===== src/rtl/exec_unit_pkg.sv =====
// Shared constants for the EX-stage execution unit: ALU control encodings,
// multiply-sequencer state encoding and the single-cycle ALU evaluation.
package exec_unit_pkg;

    // ALU control codes as produced by the ALU control decoder.
    localparam logic [3:0] ALU_AND  = 4'b0000;
    localparam logic [3:0] ALU_XOR  = 4'b0001;
    localparam logic [3:0] ALU_SLL  = 4'b0010;
    localparam logic [3:0] ALU_ADD  = 4'b0011;
    localparam logic [3:0] ALU_SUB  = 4'b0100;
    localparam logic [3:0] ALU_MUL  = 4'b0101;
    localparam logic [3:0] ALU_SRAI = 4'b0110;

    // Multiply sequencer states.
    typedef enum logic [1:0] {
        ST_IDLE = 2'b00,
        ST_RUN  = 2'b01,
        ST_DONE = 2'b10
    } state_t;

    // Single-cycle operations. MUL is handled by the iterative datapath, so
    // it falls into the default arm here together with undefined codes.
    function automatic logic [31:0] alu_eval(
        input logic [3:0]  op,
        input logic [31:0] a,
        input logic [31:0] b
    );
        logic [31:0] r;
        case (op)
            ALU_AND:  r = a & b;
            ALU_XOR:  r = a ^ b;
            ALU_SLL:  r = a << b[4:0];
            ALU_ADD:  r = a + b;
            ALU_SUB:  r = a - b;
            ALU_SRAI: r = 32'($signed(a) >>> b[4:0]);
            default:  r = 32'd0;
        endcase
        return r;
    endfunction

endpackage


===== src/rtl/exec_unit_mul_iter.sv =====
// Iterative shift-add multiplier datapath. A start pulse captures private
// copies of the operands; each following cycle retires BITS_PER_CYCLE
// multiplier bits until the counter runs out. The product holds afterwards.
module mul_iter #(
    parameter int BITS_PER_CYCLE = 1
) (
    input  logic        clk,
    input  logic        rst,
    input  logic        start,
    input  logic [31:0] mcand_in,
    input  logic [31:0] mplier_in,
    output logic        last,
    output logic [31:0] product
);

    localparam int          N       = 32 / BITS_PER_CYCLE;
    localparam logic [5:0]  N_COUNT = 6'(N);

    logic [31:0] mcand_r;
    logic [31:0] mplier_r;
    logic [31:0] acc_r;
    logic [5:0]  count_r;

    // Shift-add partial product of the multiplicand with one multiplier digit.
    function automatic logic [31:0] partial_sum(
        input logic [31:0]               mcand,
        input logic [BITS_PER_CYCLE-1:0] digit
    );
        logic [31:0] sum;
        sum = 32'd0;
        for (int i = 0; i < BITS_PER_CYCLE; i++) begin
            if (digit[i]) begin
                sum = sum + (mcand << i);
            end else begin
                sum = sum;
            end
        end
        return sum;
    endfunction

    // Operand capture on start, then one digit retired per cycle while counting down.
    always_ff @(posedge clk) begin
        if (rst) begin
            mcand_r  <= 32'd0;
            mplier_r <= 32'd0;
            acc_r    <= 32'd0;
            count_r  <= 6'd0;
        end else if (start) begin
            mcand_r  <= mcand_in;
            mplier_r <= mplier_in;
            acc_r    <= 32'd0;
            count_r  <= N_COUNT;
        end else if (count_r != 6'd0) begin
            acc_r    <= acc_r + partial_sum(mcand_r, mplier_r[BITS_PER_CYCLE-1:0]);
            mcand_r  <= mcand_r << BITS_PER_CYCLE;
            mplier_r <= mplier_r >> BITS_PER_CYCLE;
            count_r  <= count_r - 6'd1;
        end
    end

    // The final iteration is the one executing while the counter reads 1.
    assign last    = (count_r == 6'd1);
    assign product = acc_r;

endmodule


===== src/rtl/exec_unit.sv =====
// EX-stage execution unit: single-cycle ALU for logic/shift/add/sub and an
// iterative multiplier sequenced by a small IDLE/RUN/DONE FSM that raises
// busy_o to stall the pipeline while a multiply is in flight.
module exec_unit
    import exec_unit_pkg::*;
#(
    parameter int BITS_PER_CYCLE = 1
) (
    input  logic        clk_i,
    input  logic        rst_i,
    input  logic        valid_i,
    input  logic [3:0]  ALUCtrl_i,
    input  logic [31:0] data1_i,
    input  logic [31:0] data2_i,
    input  logic        mem_stall_i,
    output logic [31:0] result_o,
    output logic        zero_o,
    output logic        busy_o,
    output logic        done_o
);

    state_t      state_r;
    state_t      state_nxt_s;
    logic        start_s;
    logic        mul_last_s;
    logic [31:0] mul_product_s;
    logic [31:0] alu_result_s;
    logic        is_mul_s;

    assign is_mul_s = (ALUCtrl_i == ALU_MUL);

    mul_iter #(
        .BITS_PER_CYCLE(BITS_PER_CYCLE)
    ) u_mul_iter (
        .clk       (clk_i),
        .rst       (rst_i),
        .start     (start_s),
        .mcand_in  (data1_i),
        .mplier_in (data2_i),
        .last      (mul_last_s),
        .product   (mul_product_s)
    );

    // Combinational single-cycle ALU result, available in the same cycle.
    always_comb begin
        alu_result_s = alu_eval(ALUCtrl_i, data1_i, data2_i);
    end

    // Sequencer state register.
    always_ff @(posedge clk_i) begin
        if (rst_i) begin
            state_r <= ST_IDLE;
        end else begin
            state_r <= state_nxt_s;
        end
    end

    // Next-state, multiply start, stall/strobe outputs and result mux.
    always_comb begin
        state_nxt_s = state_r;
        start_s     = 1'b0;
        busy_o      = 1'b0;
        done_o      = 1'b0;
        result_o    = alu_result_s;
        case (state_r)
            ST_IDLE: begin
                if (valid_i && is_mul_s) begin
                    start_s     = 1'b1;
                    busy_o      = 1'b1;
                    state_nxt_s = ST_RUN;
                end else begin
                    state_nxt_s = ST_IDLE;
                end
            end
            ST_RUN: begin
                busy_o = 1'b1;
                if (mul_last_s) begin
                    state_nxt_s = ST_DONE;
                end else begin
                    state_nxt_s = ST_RUN;
                end
            end
            ST_DONE: begin
                // The MUL code is still on ALUCtrl_i here; it must not restart.
                done_o   = 1'b1;
                result_o = mul_product_s;
                if (mem_stall_i) begin
                    state_nxt_s = ST_DONE;
                end else begin
                    state_nxt_s = ST_IDLE;
                end
            end
            default: begin
                state_nxt_s = ST_IDLE;
            end
        endcase
        // Reset aborts any multiply and silences the handshake immediately.
        if (rst_i) begin
            start_s     = 1'b0;
            busy_o      = 1'b0;
            done_o      = 1'b0;
            state_nxt_s = ST_IDLE;
        end else begin
            start_s     = start_s;
        end
    end

    assign zero_o = (result_o == 32'd0);

endmodule


===== config.mk =====
export PLATFORM = sky130hd
export DESIGN_NAME = exec_unit
export DESIGN_NICKNAME = d
export VERILOG_FILES = /design/src/rtl/exec_unit_pkg.sv /design/src/rtl/exec_unit_mul_iter.sv /design/src/rtl/exec_unit.sv
export SDC_FILE = /design/constraint.sdc
export NUM_CORES = 1
export LEC_CHECK = 0
export BUFFER_PORTS_ARGS = -buffer_cell sky130_fd_sc_hd__buf_2
export CORE_ASPECT_RATIO = 1.5
export CORE_MARGIN = 2
export CORE_UTILIZATION = 30
export CTS_BUF_LIST = sky130_fd_sc_hd__clkbuf_8
export DETAILED_ROUTE_END_ITERATION = 16
export PLACE_DENSITY_LB_ADDON = 0.25
export REMOVE_ABC_BUFFERS = 1
export SYNTH_ARGS = -nofsm -noshare
export SYNTH_HDL_FRONTEND = slang
export SYNTH_SLANG_ARGS = --single-unit
export TNS_END_PERCENT = 1

===== constraint.sdc =====
create_clock -name clk_i -period 7.8 [get_ports clk_i]
set_input_delay 0.78 -clock clk_i [delete_from_list [all_inputs] [get_ports clk_i]]
set_output_delay 0.78 -clock clk_i [all_outputs]
set_load 0.01 [all_outputs]

Word level (Yosys, flattened, before mapping)

Cells that the tools add are included.

Memory bits (writable): 0
Output and inout bits: 35
Memories kept: 0
Bits in read-only memories: 0
Latch bits: 0
Word-level logic and storage cells: 53
Flip-flop bits (word level): 104

Bitwise operators: 2
Muxes and demuxes: 23
Equal/unequal tests: 9
Div/mod/pow operators: 0
Shift-type cells: 2
Add/sub/neg operators: 4
Order comparisons: 0
Multiply operators: 0
Reductions and logical operators: 7

Operator list:

| cell                | number |
|---|---|
| $mux 32             | 9 |
| $pmux 32 s6         | 1 |
| $add 32x32->32      | 2 |
| $and 32x32->32      | 1 |
| $logic_not 32->1    | 1 |
| $shl 32x5->32       | 1 |
| $sshr 32x5->32      | 1 |
| $sub 32x32->32      | 1 |
| $xor 32x32->32      | 1 |
| $eq 4x3->1 const B  | 3 |
| $mux 6              | 2 |
| $eq 4x2->1 const B  | 2 |
| $mux 1              | 7 |
| $eq 6x1->1 const B  | 1 |
| $pmux 2 s3          | 1 |
| $reduce_bool 6->1   | 1 |
| $sub 6x1->6 const B | 1 |
| $eq 4x1->1 const B  | 1 |
| $logic_not 4->1     | 1 |
| $mux 2              | 2 |
| $eq 2x1->1 const B  | 1 |
| $eq 2x2->1 const B  | 1 |
| $logic_not 2->1     | 1 |
| $pmux 1 s2          | 1 |
| other kinds (3)     | 3 |

Longest topological paths before layout

Gate-level depths: netlist of run 1.

Depth after elaboration: 8
Gate-level depth with buffers: 26
Gate-level depth less buffers: 22

By module

A second synthesis of run 1 with hierarchy kept.

Cell total of the unflattened synthesis: 1,991
Area, all modules: 14,727.9 um^2

Modules (own cells, without submodules):

| module    | times used | cells each | area an instance (um^2) |
|---|---|---|---|
| exec_unit | 1          | 1,123      | 8,562.0 |
| mul_iter  | 1          | 868        | 6,165.9 |

Worst setup path before layout of run 1

Ideal clock, no wire load.

Kind: in2out
From: input port ALUCtrl_i[0]
To: output port zero_o
Setup slack: 0.744 ns
Cell stages on the path: 20
Arrival time: 6.276 ns
Data required time: 7.020 ns
Cells stage by stage: clkbuf_1 > clkbuf_1 > buf_1 > buf_1 > nor4_1 > clkbuf_1 > nor2_1 > xnor2_1 > ha_1 > and4_1 > nand2_1 > and3_1 > a211oi_1 > a2111oi_2 > xnor2_1 > a221o_1 > or4_1 > nor4_1 > nand4b_1 > nor3_2

Word-level cells in the longest chain between the ends: 4

Ends and longest elaborated chain:

| item                                     | line                | text |
|---|---|---|
| start: declaration                       | exec_unit.sv:12     | `input logic [3:0] ALUCtrl_i,` |
| $eq 4x3->1, or another cell as far along | exec_unit_pkg.sv:29 | `case (op)` |
| $pmux 32 s6 (*)                          | exec_unit_pkg.sv:29 |  |
| $mux 32 (*)                              | exec_unit.sv:65     | `case (state_r)` |
| named net result_o[17]                   | exec_unit.sv:16     | `output logic [31:0] result_o,` |
| $logic_not 32->1 (*)                     | exec_unit.sv:108    | `assign zero_o = (result_o == 32'd0);` |
| end: declaration                         | exec_unit.sv:17     | `output logic zero_o,` |

Mark *: on every way through the listed nets, which the timed path passes. The rest lies on a longest branch.

Worst setup path after layout of run 1

From: input port data2_i[2]
To: output port zero_o

Word-level cells in the longest chain between the ends: 4

Ends and longest elaborated chain:

| item                                         | line                | text |
|---|---|---|
| start: declaration                           | exec_unit.sv:14     | `input logic [31:0] data2_i,` |
| $sub 32x32->32, or another cell as far along | exec_unit_pkg.sv:34 | `ALU_SUB: r = a - b;` |
| $pmux 32 s6 (*)                              | exec_unit_pkg.sv:29 |  |
| $mux 32 (*)                                  | exec_unit.sv:65     |  |
| $logic_not 32->1 (*)                         | exec_unit.sv:108    |  |

Mark *: on every way between the ends. The rest lies on a longest branch, timed or not.

==> metrics, run 1 <==
part of the power in registers=28.8%; CP Class=input pin to output pin; H-tree Lvls=3; grt ovf=0; Syn Inst Count=1757; CTS sink cnt=104; fin nets=1956; Mean Syn Cell Area=7.53 sq um; Rel. slew slack=29.7%; Worst Setup End Kind=output pin; dpl ws=0.974 ns; Fin Clk Skew=between 0.02 and 0.03 ns; non-filler cells, final=2366; remaining antenna violation count=0; Max rail drop VDD=0.000265 V; Root Driver=clkbuf_8; Commonest cells post-synth=274 x nand2_1, 179 x nor2_1, 124 x a21oi_1; Longest Clk Path Bufs=2; initial DRC count=1228; Setup-failing EPs final=0; initial antenna violation count=2; Rows=94; crit path max-delay cell type=nor4_1; Area Growth Syn to Fin=9.43%; worst min path class=flip-flop to flip-flop; main combinational cell family by area after synthesis=compound AO/OA/AOI/OAI gates; CP arrival=slightly above 6 ns; fmax=144 MHz; Leak Pwr=5.86 nW; simple-gate area share of the yosys netlist=22.4%; Yosys reg bits=104; Int Pwr=approximately 1.0 mW; Final min period=6.95 ns; vias in the first global route=~14000; CP Cell Sequence=buf_4 > nor2_1 > nand3_1 > nor2_1 > a21oi_1 > xnor2_1 > ha_1 > and4_1 > nand2_1 > and3_1 > a211oi_1 > a2111oi_2 > xnor2_1 > a221o_1 > or4_1 > nor4_1 > nand4b_1 > nor3_2 > buf_2; fin crit share=89.1%; Fin. Hold Viols=0; CTS tree=built; drt wl/cell=around 26 microns; DRC viols=0; Clock power frac=17.6%; GP Congestion=approximately 1.1; Yosys warning count=0; Setup TNS Final=0 ns; die footprint=45900 sq um; vias per cell=6.12; first-pass GRT wire length=between 90 and 100 mm; CTS Buf Count=9; synth unique cells=77; CTS Hold Bufs=0; XOR/XNOR Fraction of Synth Area=4.83%; number of post-CTS setup repair buffers=0; sequential area share after synthesis=15.7%; multiplexer share of the synthesized area=between 10% and 20%; dpl cells=2349; Largest stage delay, worst path=0.58 ns; Post-Syn Area=13200 sq um; Port Buffers=between 100 and 150; DP Wirelength=roughly 48 mm; Post-synth EDFFs=0; Tot GR Track Use=26.7%; Total Wirelength=62.6 mm; power per cell area=between 100 and 150 nW/um^2; Resize count post-CTS=0; adder-cell area share of the yosys netlist=9.57%; RSZ-0062 raised after global routing=false; via count=14500; Synth Flop Type=dfxtp_1; Synth Area in Compound Gates=between 20% and 30%; post-synth top area cell=dfxtp_1; Slew Limit Fails=0; Worst Path Max Fanout=21; status=completed; top-count cell post-synth=nand2_1; clk slew on worst S/H paths=0.10 ns; Die X=176 microns; Starting Density=30.3%; Req. time, crit path=7.02 ns; Psw=approximately 1.1 mW; Worst Setup Start Kind=input pin; I/O pins=107; layout cell share with drive strength beyond 1=around 14%; drt first pass iters=6; Async S/R FF share, synth=0%; top cell type's share of synthesized area=15.7%; Switching Share=51.5%; core box area=43800 sq um; max-cap viol count=0; clock latency on the worst-skew pair=0.45 ns; top post-synthesis cells by area=dfxtp_1 16%, ha_1 9.3%, nand2_1 7.8%; Die H=261 microns; largest net degree at the start of global routing=between 70 and 80; Worst Tran Pin Value=between 1 and 1.5 ns; Comb pwr share=approximately 54%; final setup margin=0.848 ns
-- cells in the final DEF, fill, tap and decap left out, types with 8 or more instances in the layout --
cell and n:
a211oi_1 20, a21o_1 35, a21oi_1 124, a221o_1 9
a22oi_1 12, a311oi_1 61, a31oi_1 13, and2_1 34
buf_2 104, buf_4 35, clkbuf_8 9, dfxtp_1 104
ha_1 98, inv_1 28, mux2_2 39, mux2i_1 99
mux4_2 36, nand2_1 273, nand2b_1 14, nand3_1 30
nand4_1 8, nor2_1 179, nor2b_1 11, nor3_1 34
o211ai_1 28, o21a_1 21, o21ai_0 74, o21bai_1 11
o22ai_1 17, o31ai_1 9, or2_2 8, or3_1 14
xnor2_1 46, xor2_1 27
-- registers in the layout (all words and copies together), names as in the netlist --
name                 flops
u_mul_iter.product      32
u_mul_iter.count_r       6
u_mul_iter.mplier_r     32
u_mul_iter.mcand_r      32
state_r                  2
-- metal layers --
metal | up-vias | global-route usage (%) | part of all wire [%]
met2 | 683 | 43.9 | 46
met4 | 2 | 20.3 | 8.6
met5 | - | 0 | 0.021
li1 | 6617 | - | -
met1 | 6977 | 31.4 | 39
met3 | 200 | 3.98 | 5.9
-- through the flow --
stage	instance area, sq um	hold WS (ns)	utilization (%)	power (mW)
3_3_place_gp	14300	0.462	32.7	1.72
6_report	14500	0.484	33.1	2.09
3_5_place_dp	14300	0.470	32.7	1.72
5_1_grt	14500	0.504	33.1	2.21
2_1_floorplan	12800	0.442	-	1.25
4_1_cts	14500	0.487	33.1	2.09
-- final timing paths --
| kind | from | to | slack (ns) | depth (start not counted) |
|---|---|---|---|---|
| max | data2_i[2] | zero_o | 0.85 | 19 |
| min | u_mul_iter.mplier_r[31] | u_mul_iter.mplier_r[31] | 0.48 | 2 |
| max reg2reg | u_mul_iter.mplier_r[0] | u_mul_iter.product[31] | 3.79 | 14 |
| min reg2reg | u_mul_iter.mplier_r[31] | u_mul_iter.mplier_r[31] | 0.48 | 2 |
-- logic make-up (layout without fill, tap and decap cells) --
kind of cell	Yosys count	in the layout
AO/OA/AOI/OAI	501	501
XOR/XNOR	73	73
adder cells (fa/ha/maj)	100	100
buffers and inverters	151	183
flip-flops	104	104
multiplexers	174	174
other	0	1
AND/OR/NAND/NOR	654	654
-- layout make-up --
cell class	instances	area, sq um
Tap cell	576	721
Inverter	28	105
Fill cell	4765	29300
Antenna cell	1	2.50
Multi-Input combinational cell	1502	10600
Sequential cell	104	2080
Clock inverter	7	62.6
Clock buffer	9	124
Timing Repair Buffer	139	783
-- worst max-delay path, delay by kind of cell --
| kind | cells | cell delay [ns] |
|---|---|---|
| AO/OA/AOI/OAI | 4 | 1.22 |
| adder cells (fa/ha/maj) | 1 | 0.40 |
| buffers and inverters | 2 | 0.36 |
| AND/OR/NAND/NOR | 10 | 3.05 |
| XOR/XNOR | 2 | 0.33 |
-- power by group through the flow --
stage	clock network [mW]	registers (mW)	logic, mW
2_1_floorplan	0	0.600	0.651
3_3_place_gp	0	0.613	1.10
3_5_place_dp	0	0.613	1.11
4_1_cts	0.380	0.602	1.11
5_1_grt	0.396	0.607	1.21
6_report	0.368	0.602	1.12
Note: power is estimated with default switching activity, not from simulation.
==> inputs of run 2 (changes only) <==
- CORE_UTILIZATION: 30 -> 64
- GPL_TIMING_DRIVEN: unset -> 0
==> run 2 against run 1 <==
Via count increased by 0.13%. Clock skew shrank 0.015 ns. Setup slack worse by 0.69 ns. Clock-buffer cell count did not move. Critical endpoint unchanged.
==> metrics, run 2 (same netlist as run 1, synthesis figures left out) <==
drt wl/cell=24.7 microns (-6.8%); remaining antenna violation count=0 (unchanged); Placed Area=13900 sq um (-3.0%); core box area=20300 sq um (-54%); CTS tree=built; final design utilization=69.5% (+36 points); CP Class=input pin to output pin; initial DRC count=1681 (+37%); Area Growth Syn to Fin=6.78%; CTS sink cnt=104 (unchanged); CTS Buf Count=9 (unchanged); Psw=1.03 mW (-3.9%); drt first pass iters=6 (unchanged); largest net degree at the start of global routing=78 (+2.6%); number of fill cells=1725 (-64%); Design Area, Final=14100 sq um (-2.4%); via count=14500 (+0.13%); H-tree Lvls=3 (unchanged); I/O pins=107 (unchanged); Largest stage delay, worst path=0.76 ns (+0.18 ns); Total Wirelength=50.2 mm (-20%); commonest non-fill, non-tap cell in the layout=nand2_1; Longest Clk Path Bufs=2 (unchanged); fin nets=1936 (-1.0%); vias per cell=7.13 (+17%); Fin Clk Skew=0.0137 ns (-0.0150 ns); Comb pwr share=53.4% (-0.2 points); CP arrival=6.86 ns (+0.69 ns); CP Cell Sequence=buf_2 > nor4_4 > buf_4 > a21oi_1 > xnor2_1 > ha_1 > and4_1 > nand2_1 > and3_1 > a211oi_1 > a2111oi_2 > xnor2_1 > a221o_1 > or4_1 > nor4_1 > nand4b_1 > nor3_2 > buf_2; Rows=64 (-32%); Setup-failing EPs final=0 (unchanged); Clock power frac=18.1% (+0.5 points); Root Driver=clkbuf_8; Ant. Diodes=0 (-1); Tot GR Track Use=45.0% (+18 points); Hold Crit Depth=2 (unchanged); Fin. Hold Viols=0 (unchanged); initial antenna violation count=0 (-2); Die H=180 microns (-31%); Leak Pwr=5.82 nW (-0.70%); DP Wirelength=37.2 mm (-23%); grt ovf=0 (unchanged); vias in the first global route=13400 (-2.0%); Worst Setup End Kind=output pin; status=completed; Starting Density=65.1% (+35 points); GP Congestion=1.10 (+3.7%); fin crit share=97.9% (+8.8 points); fmax=131 MHz (-9.0%); DRC viols=0 (unchanged); worst min path class=flip-flop to flip-flop; Switching Share=48.8% (-2.6 points); Port Buffers=106 (unchanged); Die X=121 microns (-31%); power per cell area=150 nW/um^2 (+3.7%); clk slew on worst S/H paths=0.11 ns (about the same); layout cell share with drive strength beyond 1=13.5% (-0.74 points); Final min period=7.64 ns (+0.686 ns); die footprint=21900 sq um (-52%); RSZ-0062 raised after global routing=false; first-pass GRT wire length=76.0 mm (-17%); Worst Path Max Fanout=37 (+76%); Power, Total=2.12 mW (+1.2%); Slew Limit Fails=0 (unchanged); part of the power in registers=28.4% (-0.4 points); commonest cells after routing, fill and taps aside=273 x nand2_1, 179 x nor2_1, 124 x a21oi_1, 104 x dfxtp_1, 101 x buf_2; Max rail drop VDD=0.000656 V (+150%); reg2reg path depth=14 (unchanged); max-cap viol count=0 (unchanged); Worst Setup Start Kind=input pin; Rel. slew slack=6.92% (-23 points); crit path max-delay cell type=nor4_4; Int Pwr=1.08 mW (+6.6%); Req. time, crit path=7.02 ns (about the same); clock latency on the worst-skew pair=0.42 ns (-0.03 ns); Worst Tran Pin Value=1.39 ns (+0.363 ns)
## run 2: changes by cell type in the layout (fill, tap and decap cells not counted), moves of 2 or more
| cell | delta |
|---|---|
| buf_2 | -3 |
| buf_16 | +6 |
| inv_8 | -3 |
| inv_1 | -2 |
| buf_4 | -25 |
| inv_6 | +3 |
## run 2: what timing repair did
| item | CTS | global route |
|---|---|---|
| setup endpoints to repair | 2 | 1 |
| endpoints found under the hold margin | 0 | 0 |
| cloned | 1 | 0 |
| hold buffers | 0 | 0 |
| gates resized for setup | 1 | 4 |
| buffers inserted | 3 | 0 |
## run 2: power by group through the flow
stage	Sequential [mW]	Clock, mW	Combinational, mW
final	0.602	0.384	1.13
after global routing	0.605	0.404	1.21
after CTS	0.600	0.385	1.10
after detailed placement	0.612	0	1.09
after global placement	0.611	0	0.999
after floorplan	0.600	0	0.651
## run 2: per-layer routing
| metal | vias up | track usage (%) | part of all wire (%) |
|---|---|---|---|
| li1 | 6561 | - | - |
| met1 | 6776 | 55.5 | 37 |
| met2 | 891 | 70.2 | 44 |
| met3 | 270 | 7.72 | 9.0 |
| met4 | 0 | 31.9 | 9.4 |
| met5 | - | 0 | 0 |
## run 2: stage by stage
| stage | cells | TNS [ns] | hold slack (ns) | setup WS, ns |
|---|---|---|---|---|
| global placement | 2004 | -1.68 | 0.458 | -1.30 |
| CTS | 2033 | 0 | 0.486 | 0.0920 |
| floorplan | 1634 | 0 | 0.442 | 1.28 |
| finish | 2033 | 0 | 0.483 | 0.163 |
| detailed placement | 2013 | -0.741 | 0.466 | -0.669 |
| global route | 2033 | 0 | 0.506 | 0.0176 |
## run 2: worst paths after layout
kind,startpoint,end,slack [ns]
max,ALUCtrl_i[0],zero_o,0.16
min,u_mul_iter.mplier_r[24],u_mul_iter.mplier_r[24],0.48
max reg2reg,u_mul_iter.mplier_r[0],u_mul_iter.product[31],3.51
min reg2reg,u_mul_iter.mplier_r[24],u_mul_iter.mplier_r[24],0.48
## run 2: worst max-delay path, delay by kind of cell
family                   cells  cell delay [ns]
buffers and inverters        3             0.93
XOR/XNOR                     2             0.38
AND/OR/NAND/NOR              8             3.05
adder cells (fa/ha/maj)      1             0.38
AO/OA/AOI/OAI                4             1.31
## run 2: cell type report
class                      count  area [sq um]  share of cell area (%)
timing repair inverter         1          5.00                  0.0354
multi-input combinational   1502         10600                    75.3
inverter                      28           109                   0.770
clock buffer                   9           124                   0.876
sequential                   104          2080                    14.7
tap                          264           330                    2.34
timing repair buffer         118           761                    5.38
clock inverter                 7          86.3                   0.611
